**config.mk**
```make
export PLATFORM = sky130hd
export DESIGN_NAME = lsu_ctrl
export DESIGN_NICKNAME = d
export VERILOG_FILES = /design/src/rtl/lsu_pkg.sv /design/src/rtl/lsu_lane_align.sv /design/src/rtl/lsu_ctrl.sv
export SDC_FILE = /design/constraint.sdc
export NUM_CORES = 1
export LEC_CHECK = 0
export ABC_AREA = 0
export CORE_ASPECT_RATIO = 0.9
export CORE_UTILIZATION = 30
export CTS_BUF_LIST = sky130_fd_sc_hd__clkbuf_8
export DETAILED_ROUTE_END_ITERATION = 10
export HOLD_SLACK_MARGIN = 0.06
export PLACE_DENSITY_LB_ADDON = 0.3
export SLEW_MARGIN = 20
export SYNTH_ARGS = -nofsm -noshare
export SYNTH_HDL_FRONTEND = slang
export SYNTH_SLANG_ARGS = --single-unit
```
**constraint.sdc**
```tcl
create_clock -name clk -period 3.9 [get_ports clk]
set_input_delay 0.78 -clock clk [delete_from_list [all_inputs] [get_ports clk]]
set_output_delay 0.78 -clock clk [all_outputs]
set_load 0.01 [all_outputs]
```
**src/rtl/lsu_pkg.sv**
```systemverilog
// Shared encodings for the load/store unit: RV32I load/store funct3 codes,
// FSM state encoding and access-size helpers.
package lsu_pkg;

  localparam logic [2:0] F3_B  = 3'b000;
  localparam logic [2:0] F3_H  = 3'b001;
  localparam logic [2:0] F3_W  = 3'b010;
  localparam logic [2:0] F3_BU = 3'b100;
  localparam logic [2:0] F3_HU = 3'b101;

  typedef enum logic [1:0] {
    ST_IDLE   = 2'd0,
    ST_ACC_LO = 2'd1,
    ST_ACC_HI = 2'd2,
    ST_DONE   = 2'd3
  } lsu_state_e;

  // Byte-lane mask of an access before shifting by the address offset.
  function automatic logic [3:0] size_mask(input logic [2:0] f3);
    case (f3[1:0])
      2'b00:   return 4'b0001;
      2'b01:   return 4'b0011;
      default: return 4'b1111;
    endcase
  endfunction

  function automatic logic [2:0] size_bytes(input logic [2:0] f3);
    case (f3[1:0])
      2'b00:   return 3'd1;
      2'b01:   return 3'd2;
      default: return 3'd4;
    endcase
  endfunction

  function automatic logic f3_legal(input logic [2:0] f3, input logic we);
    case (f3)
      F3_B, F3_H, F3_W: return 1'b1;
      F3_BU, F3_HU:     return !we;
      default:          return 1'b0;
    endcase
  endfunction

endpackage

```
**src/rtl/lsu_lane_align.sv**
```systemverilog
// Combinational byte-lane steering: store data shifted into the low/high dmem
// words, and load data realigned from the two captured words and extended.
module lsu_lane_align
  import lsu_pkg::*;
(
  input  logic [1:0]  i_off,
  input  logic [2:0]  i_funct3,
  input  logic [31:0] i_wdata,
  input  logic [31:0] i_lo_word,
  input  logic [31:0] i_hi_word,
  output logic [7:0]  o_lanes,
  output logic [31:0] o_wdata_lo,
  output logic [31:0] o_wdata_hi,
  output logic [31:0] o_rdata
);

  logic [5:0]  w_sh_hi;
  logic [31:0] w_rd;

  assign o_lanes    = {4'b0000, size_mask(i_funct3)} << i_off;
  assign o_wdata_lo = i_wdata << {i_off, 3'b000};
  // Bytes that spilled past the low word; off=0 shifts by 32 and yields 0.
  assign w_sh_hi    = 6'd32 - {1'b0, i_off, 3'b000};
  assign o_wdata_hi = i_wdata >> w_sh_hi;
  assign w_rd       = 32'({i_hi_word, i_lo_word} >> {i_off, 3'b000});

  always_comb begin
    case (i_funct3)
      F3_B:    o_rdata = {{24{w_rd[7]}}, w_rd[7:0]};
      F3_H:    o_rdata = {{16{w_rd[15]}}, w_rd[15:0]};
      F3_BU:   o_rdata = {24'h0, w_rd[7:0]};
      F3_HU:   o_rdata = {16'h0, w_rd[15:0]};
      default: o_rdata = w_rd;
    endcase
  end

endmodule

```
**src/rtl/lsu_ctrl.sv**
```systemverilog
// Load/store unit FSM: captures one request, issues one or two word-aligned
// dmem accesses, and returns a single-cycle response.
module lsu_ctrl
  import lsu_pkg::*;
#(
  parameter int unsigned MEM_BYTES        = 1024,
  parameter bit          ALLOW_MISALIGNED = 1'b1
) (
  input  logic        clk,
  input  logic        rst_n,
  input  logic        req_valid,
  output logic        req_ready,
  input  logic        req_we,
  input  logic [2:0]  req_funct3,
  input  logic [31:0] req_addr,
  input  logic [31:0] req_wdata,
  output logic        resp_valid,
  output logic [31:0] resp_rdata,
  output logic        resp_err,
  output logic [31:0] addr,
  output logic        MemRead,
  output logic [3:0]  mem_we,
  output logic [31:0] mem_wdata,
  input  logic [31:0] data_in
);

  lsu_state_e  r_state;
  logic        r_we;
  logic        r_err;
  logic [2:0]  r_funct3;
  logic [31:0] r_addr;
  logic [31:0] r_wdata;
  logic [31:0] r_lo_word;
  logic [31:0] r_hi_word;

  logic [2:0]  w_bytes;
  logic [32:0] w_end;
  logic        w_cross;
  logic        w_req_err;
  logic [31:0] w_word_addr;
  logic [7:0]  w_lanes;
  logic [31:0] w_wdata_lo;
  logic [31:0] w_wdata_hi;
  logic [31:0] w_rdata_ext;

  assign w_bytes   = size_bytes(req_funct3);
  assign w_end     = {1'b0, req_addr} + {30'b0, w_bytes};
  assign w_cross   = ({2'b00, req_addr[1:0]} + {1'b0, w_bytes}) > 4'd4;
  // 33-bit end address: an access near 2^32 is out of range instead of wrapping.
  assign w_req_err = !f3_legal(req_funct3, req_we)
                   || (w_end > 33'(MEM_BYTES))
                   || (!ALLOW_MISALIGNED && w_cross);

  assign req_ready   = (r_state == ST_IDLE);
  assign w_word_addr = {r_addr[31:2], 2'b00};

  lsu_lane_align u_align (
    .i_off      (r_addr[1:0]),
    .i_funct3   (r_funct3),
    .i_wdata    (r_wdata),
    .i_lo_word  (r_lo_word),
    .i_hi_word  (r_hi_word),
    .o_lanes    (w_lanes),
    .o_wdata_lo (w_wdata_lo),
    .o_wdata_hi (w_wdata_hi),
    .o_rdata    (w_rdata_ext)
  );

  // NOTE: state uses <= only, and reset is sampled on the clock edge, so the
  // captured request and load words clear together with the state.
  always_ff @(posedge clk) begin
    if (!rst_n) begin
      r_state   <= ST_IDLE;
      r_we      <= 1'b0;
      r_err     <= 1'b0;
      r_funct3  <= 3'b000;
      r_addr    <= 32'h0;
      r_wdata   <= 32'h0;
      r_lo_word <= 32'h0;
      r_hi_word <= 32'h0;
    end else begin
      case (r_state)
        ST_IDLE: begin
          if (req_valid) begin
            r_we      <= req_we;
            r_funct3  <= req_funct3;
            r_addr    <= req_addr;
            r_wdata   <= req_wdata;
            r_err     <= w_req_err;
            r_lo_word <= 32'h0;
            r_hi_word <= 32'h0;
            r_state   <= w_req_err ? ST_DONE : ST_ACC_LO;
          end
        end
        ST_ACC_LO: begin
          if (!r_we) r_lo_word <= data_in;
          r_state <= (|w_lanes[7:4]) ? ST_ACC_HI : ST_DONE;
        end
        ST_ACC_HI: begin
          if (!r_we) r_hi_word <= data_in;
          r_state <= ST_DONE;
        end
        ST_DONE:  r_state <= ST_IDLE;
        default:  r_state <= ST_IDLE;
      endcase
    end
  end

  // NOTE: every output gets a default first so no latch is inferred. Strobes
  // are also gated by rst_n so a reset asserted mid-access blocks the pending write.
  always_comb begin
    addr       = 32'h0;
    MemRead    = 1'b0;
    mem_we     = 4'b0000;
    mem_wdata  = 32'h0;
    resp_valid = 1'b0;
    resp_err   = 1'b0;
    resp_rdata = 32'h0;
    case (r_state)
      ST_ACC_LO: begin
        addr      = w_word_addr;
        MemRead   = !r_we && rst_n;
        mem_we    = (r_we && rst_n) ? w_lanes[3:0] : 4'b0000;
        mem_wdata = r_we ? w_wdata_lo : 32'h0;
      end
      ST_ACC_HI: begin
        addr      = w_word_addr + 32'd4;
        MemRead   = !r_we && rst_n;
        mem_we    = (r_we && rst_n) ? w_lanes[7:4] : 4'b0000;
        mem_wdata = r_we ? w_wdata_hi : 32'h0;
      end
      ST_DONE: begin
        resp_valid = 1'b1;
        resp_err   = r_err;
        resp_rdata = (r_we || r_err) ? 32'h0 : w_rdata_ext;
      end
      default: ;
    endcase
  end

endmodule

```
==> results.sh <==
export IMPL_yosys_warnings=0
export IMPL_portBuffers=204
export IMPL_worst_ep_arrival_time_ns=3.04
export IMPL_grt_max_degree=128
export IMPL_area_growth_pct=32.2
export IMPL_die_x_um=184
export IMPL_synth_cell_type_count=74
export IMPL_leakage_nw=3.92
export IMPL_drt_iter0_markers=849
export IMPL_cts_sinks=127
export IMPL_yosysTopAreaCell="dfxtp_1"
export IMPL_outcome="finished clean"
export IMPL_synth_ff_type="dfxtp_1"
export IMPL_synth_seq_cells=127
export IMPL_maxCapViolations=0
export IMPL_placed_cells=1729
export IMPL_grt_overflow=0
export IMPL_post_drt_wl_per_cell_um=18.7
export IMPL_startpoint_type="register"
export IMPL_ctsRootBufferMaster="clkbuf_8"
export IMPL_dpl_hpwl_mm=23.6
export IMPL_synth_edff_count=0
export IMPL_hp_class="register to register"
export IMPL_via_count=9558
export IMPL_cts_tree="built"
export IMPL_utilization_pct=40.7
export IMPL_fin_crit_sh_pct=98.0
export IMPL_drcViolationCount=0
export IMPL_synth_top_area_share_pct=28.3
export IMPL_grt_pass1_wl_mm=50.9
export IMPL_relSlewSlack_pct=33.1
export IMPL_die_area_mm2=0.0306
export IMPL_gp_congestion=0.910
export IMPL_fin_crit_ns=3.82
export IMPL_clk_latency_ns=0.45
export IMPL_synth_async_reset_ratio_pct=0
export IMPL_clock_skew_ns=0.0148
export IMPL_drt_wl_total_mm=33.0
export IMPL_yosysSeqAreaShare_pct=28.3
export IMPL_crit_path_max_fanout=20
export IMPL_die_h_um=166
export IMPL_register_area_mm2=0.00255
export IMPL_syn_avg_cell_area_um2=7.55
export IMPL_synth_area_mm2=0.00898
export IMPL_ant_nets=0
export IMPL_tightest_slew_ns=1.00
export IMPL_synth_top_cells_by_area="dfxtp_1 (28%), nand2_1 (11%), a21boi_1 (10%)"
export IMPL_fill_cells=2955
export IMPL_rows=59
export IMPL_powerDensity_mw_per_mm2=460
export IMPL_tns_ns=0
export IMPL_timing_fmax_mhz=262
export IMPL_rsz0062_at_grt="yes"
export IMPL_grt_use_total_pct=21.3
export IMPL_io_pins=207
export IMPL_nets=1467
export IMPL_coreArea_mm2=0.0292
export IMPL_multi_input_area_mm2=0.00597
export IMPL_cts_max_level=4
export IMPL_maxSlewViolCount=0
export IMPL_setup_viol=0
export IMPL_cts_path_max_buffers=2
export IMPL_path_class="register to output pin"
export IMPL_cp_data_required_time_ns=3.12
export IMPL_antenna_found_initial=2
export IMPL_ir_drop_uv=471
export IMPL_clkTransAtPathRegs_ns=0.09
export IMPL_layout_drive_gt1_share_pct=10.1
export IMPL_via_per_inst=5.41
export IMPL_mostFrequentLayoutCells="nand2_1 (269), clkdlybuf4s50_1 (203), a21boi_1 (124), dfxtp_1 (119), nand3_1 (78)"
export IMPL_hold_viol_final=0
export IMPL_grt_pass1_vias=8787
export IMPL_drt_first_pass_iters=5
export IMPL_power_mw=5.47
export IMPL_cp_end_kind="output pin"
export IMPL_numCtsBuffers=17
export IMPL_layout_cells_non_filler=1766
export IMPL_start_util_pct=30.8
export IMPL_final_common_cell="nand2_1"
export IMPL_netlist_instances=1190
## where the power goes
group          total, mW  internal (mW)  switching [mW]
Clock               1.14          0.473           0.667
Sequential          1.82           1.53           0.288
Combinational       2.50          0.921            1.58
## final cells by class
cell class	instances	share of cell area (%)
Antenna cell	3	0.0632
Clock buffer	17	1.97
Clock inverter	15	1.20
Inverter	30	0.948
Multi-Input combinational cell	937	50.3
Sequential cell	127	21.5
Tap cell	396	4.17
Timing Repair Buffer	241	19.8
## routing by layer
layer	part of all wire [%]	vias to the layer above	GRT usage, %
li1	-	4560	-
met1	45	4580	30.1
met2	46	383	33.0
met3	7.1	35	4.06
met4	2.0	0	5.54
met5	0	-	0
## state kept, by name, indices dropped and copies added, names as in the netlist
signal and count:
r_addr 32, r_lo_word 32, r_wdata 32, r_hi_word 24, r_funct3 3, r_state 2, r_err 1, r_we 1
## cells in the mapped netlist (7+ instances only)
library cell  instances
ha_1                  9
o21ai_0              12
a32oi_1               7
nand3_1              79
a21boi_1            124
nand2_1             270
nor3_1               10
a22oi_1               9
inv_1                27
mux4_2               30
and3_1               16
and2_1               10
nor2_1               64
nand4_1              14
xor2_1                8
a21oi_1              68
a211oi_1             12
mux2i_1              44
buf_2                 9
a31oi_1              11
xnor2_1               7
dfxtp_1             127
buf_1                 9
o21ai_1              48
clkbuf_1             75
## stage by stage
| stage | setup slack, ns | area (um2) | hold WS (ns) |
|---|---|---|---|
| final | 0.0798 | 11900 | 0.455 |
| after global routing | -0.0927 | 11900 | 0.474 |
| after CTS | 0.0271 | 11800 | 0.458 |
| after detailed placement | 0.190 | 11400 | 0.443 |
| after global placement | 0.298 | 11400 | 0.435 |
| after floorplan | 0.603 | 8990 | 0.428 |
## critical path: stages, from the launching register on
cell	delay, ns
dfxtp_1	0.41
inv_1	0.10
ha_1	0.44
nand2_1	0.39
buf_4	0.35
a211oi_1	0.30
clkdlybuf4s50_1	0.60
## final timing paths
kind	depth (start not counted)	slack, ns	from	to
setup / recovery	6	0.08	r_state[0]	mem_wdata[25]
hold / removal	2	0.46	r_lo_word[15]	r_lo_word[15]
setup reg to reg	7	1.41	r_state[0]	r_hi_word[5]
hold reg to reg	2	0.46	r_lo_word[15]	r_lo_word[15]
## cells by family after synthesis
group / count (synthesis) / share of synthesized area [%]
and+or+nand+nor: 497 / 24.7
AOI/OAI and AO/OA: 329 / 24.7
DFF: 127 / 28.3
buffers and inverters: 127 / 5.66
muxes: 84 / 13.7
xor gates and xnor gates: 15 / 1.46
adders and majority gates: 10 / 1.48
other: 1 / 0.0417
## repair_timing
action	in CTS	in global routing
setup endpoints to repair	5	24
hold buffers	0	0
gates resized for setup	4	8
setup buffers	0	2
pin swaps	1	3
(Power assumes the default switching activity.)
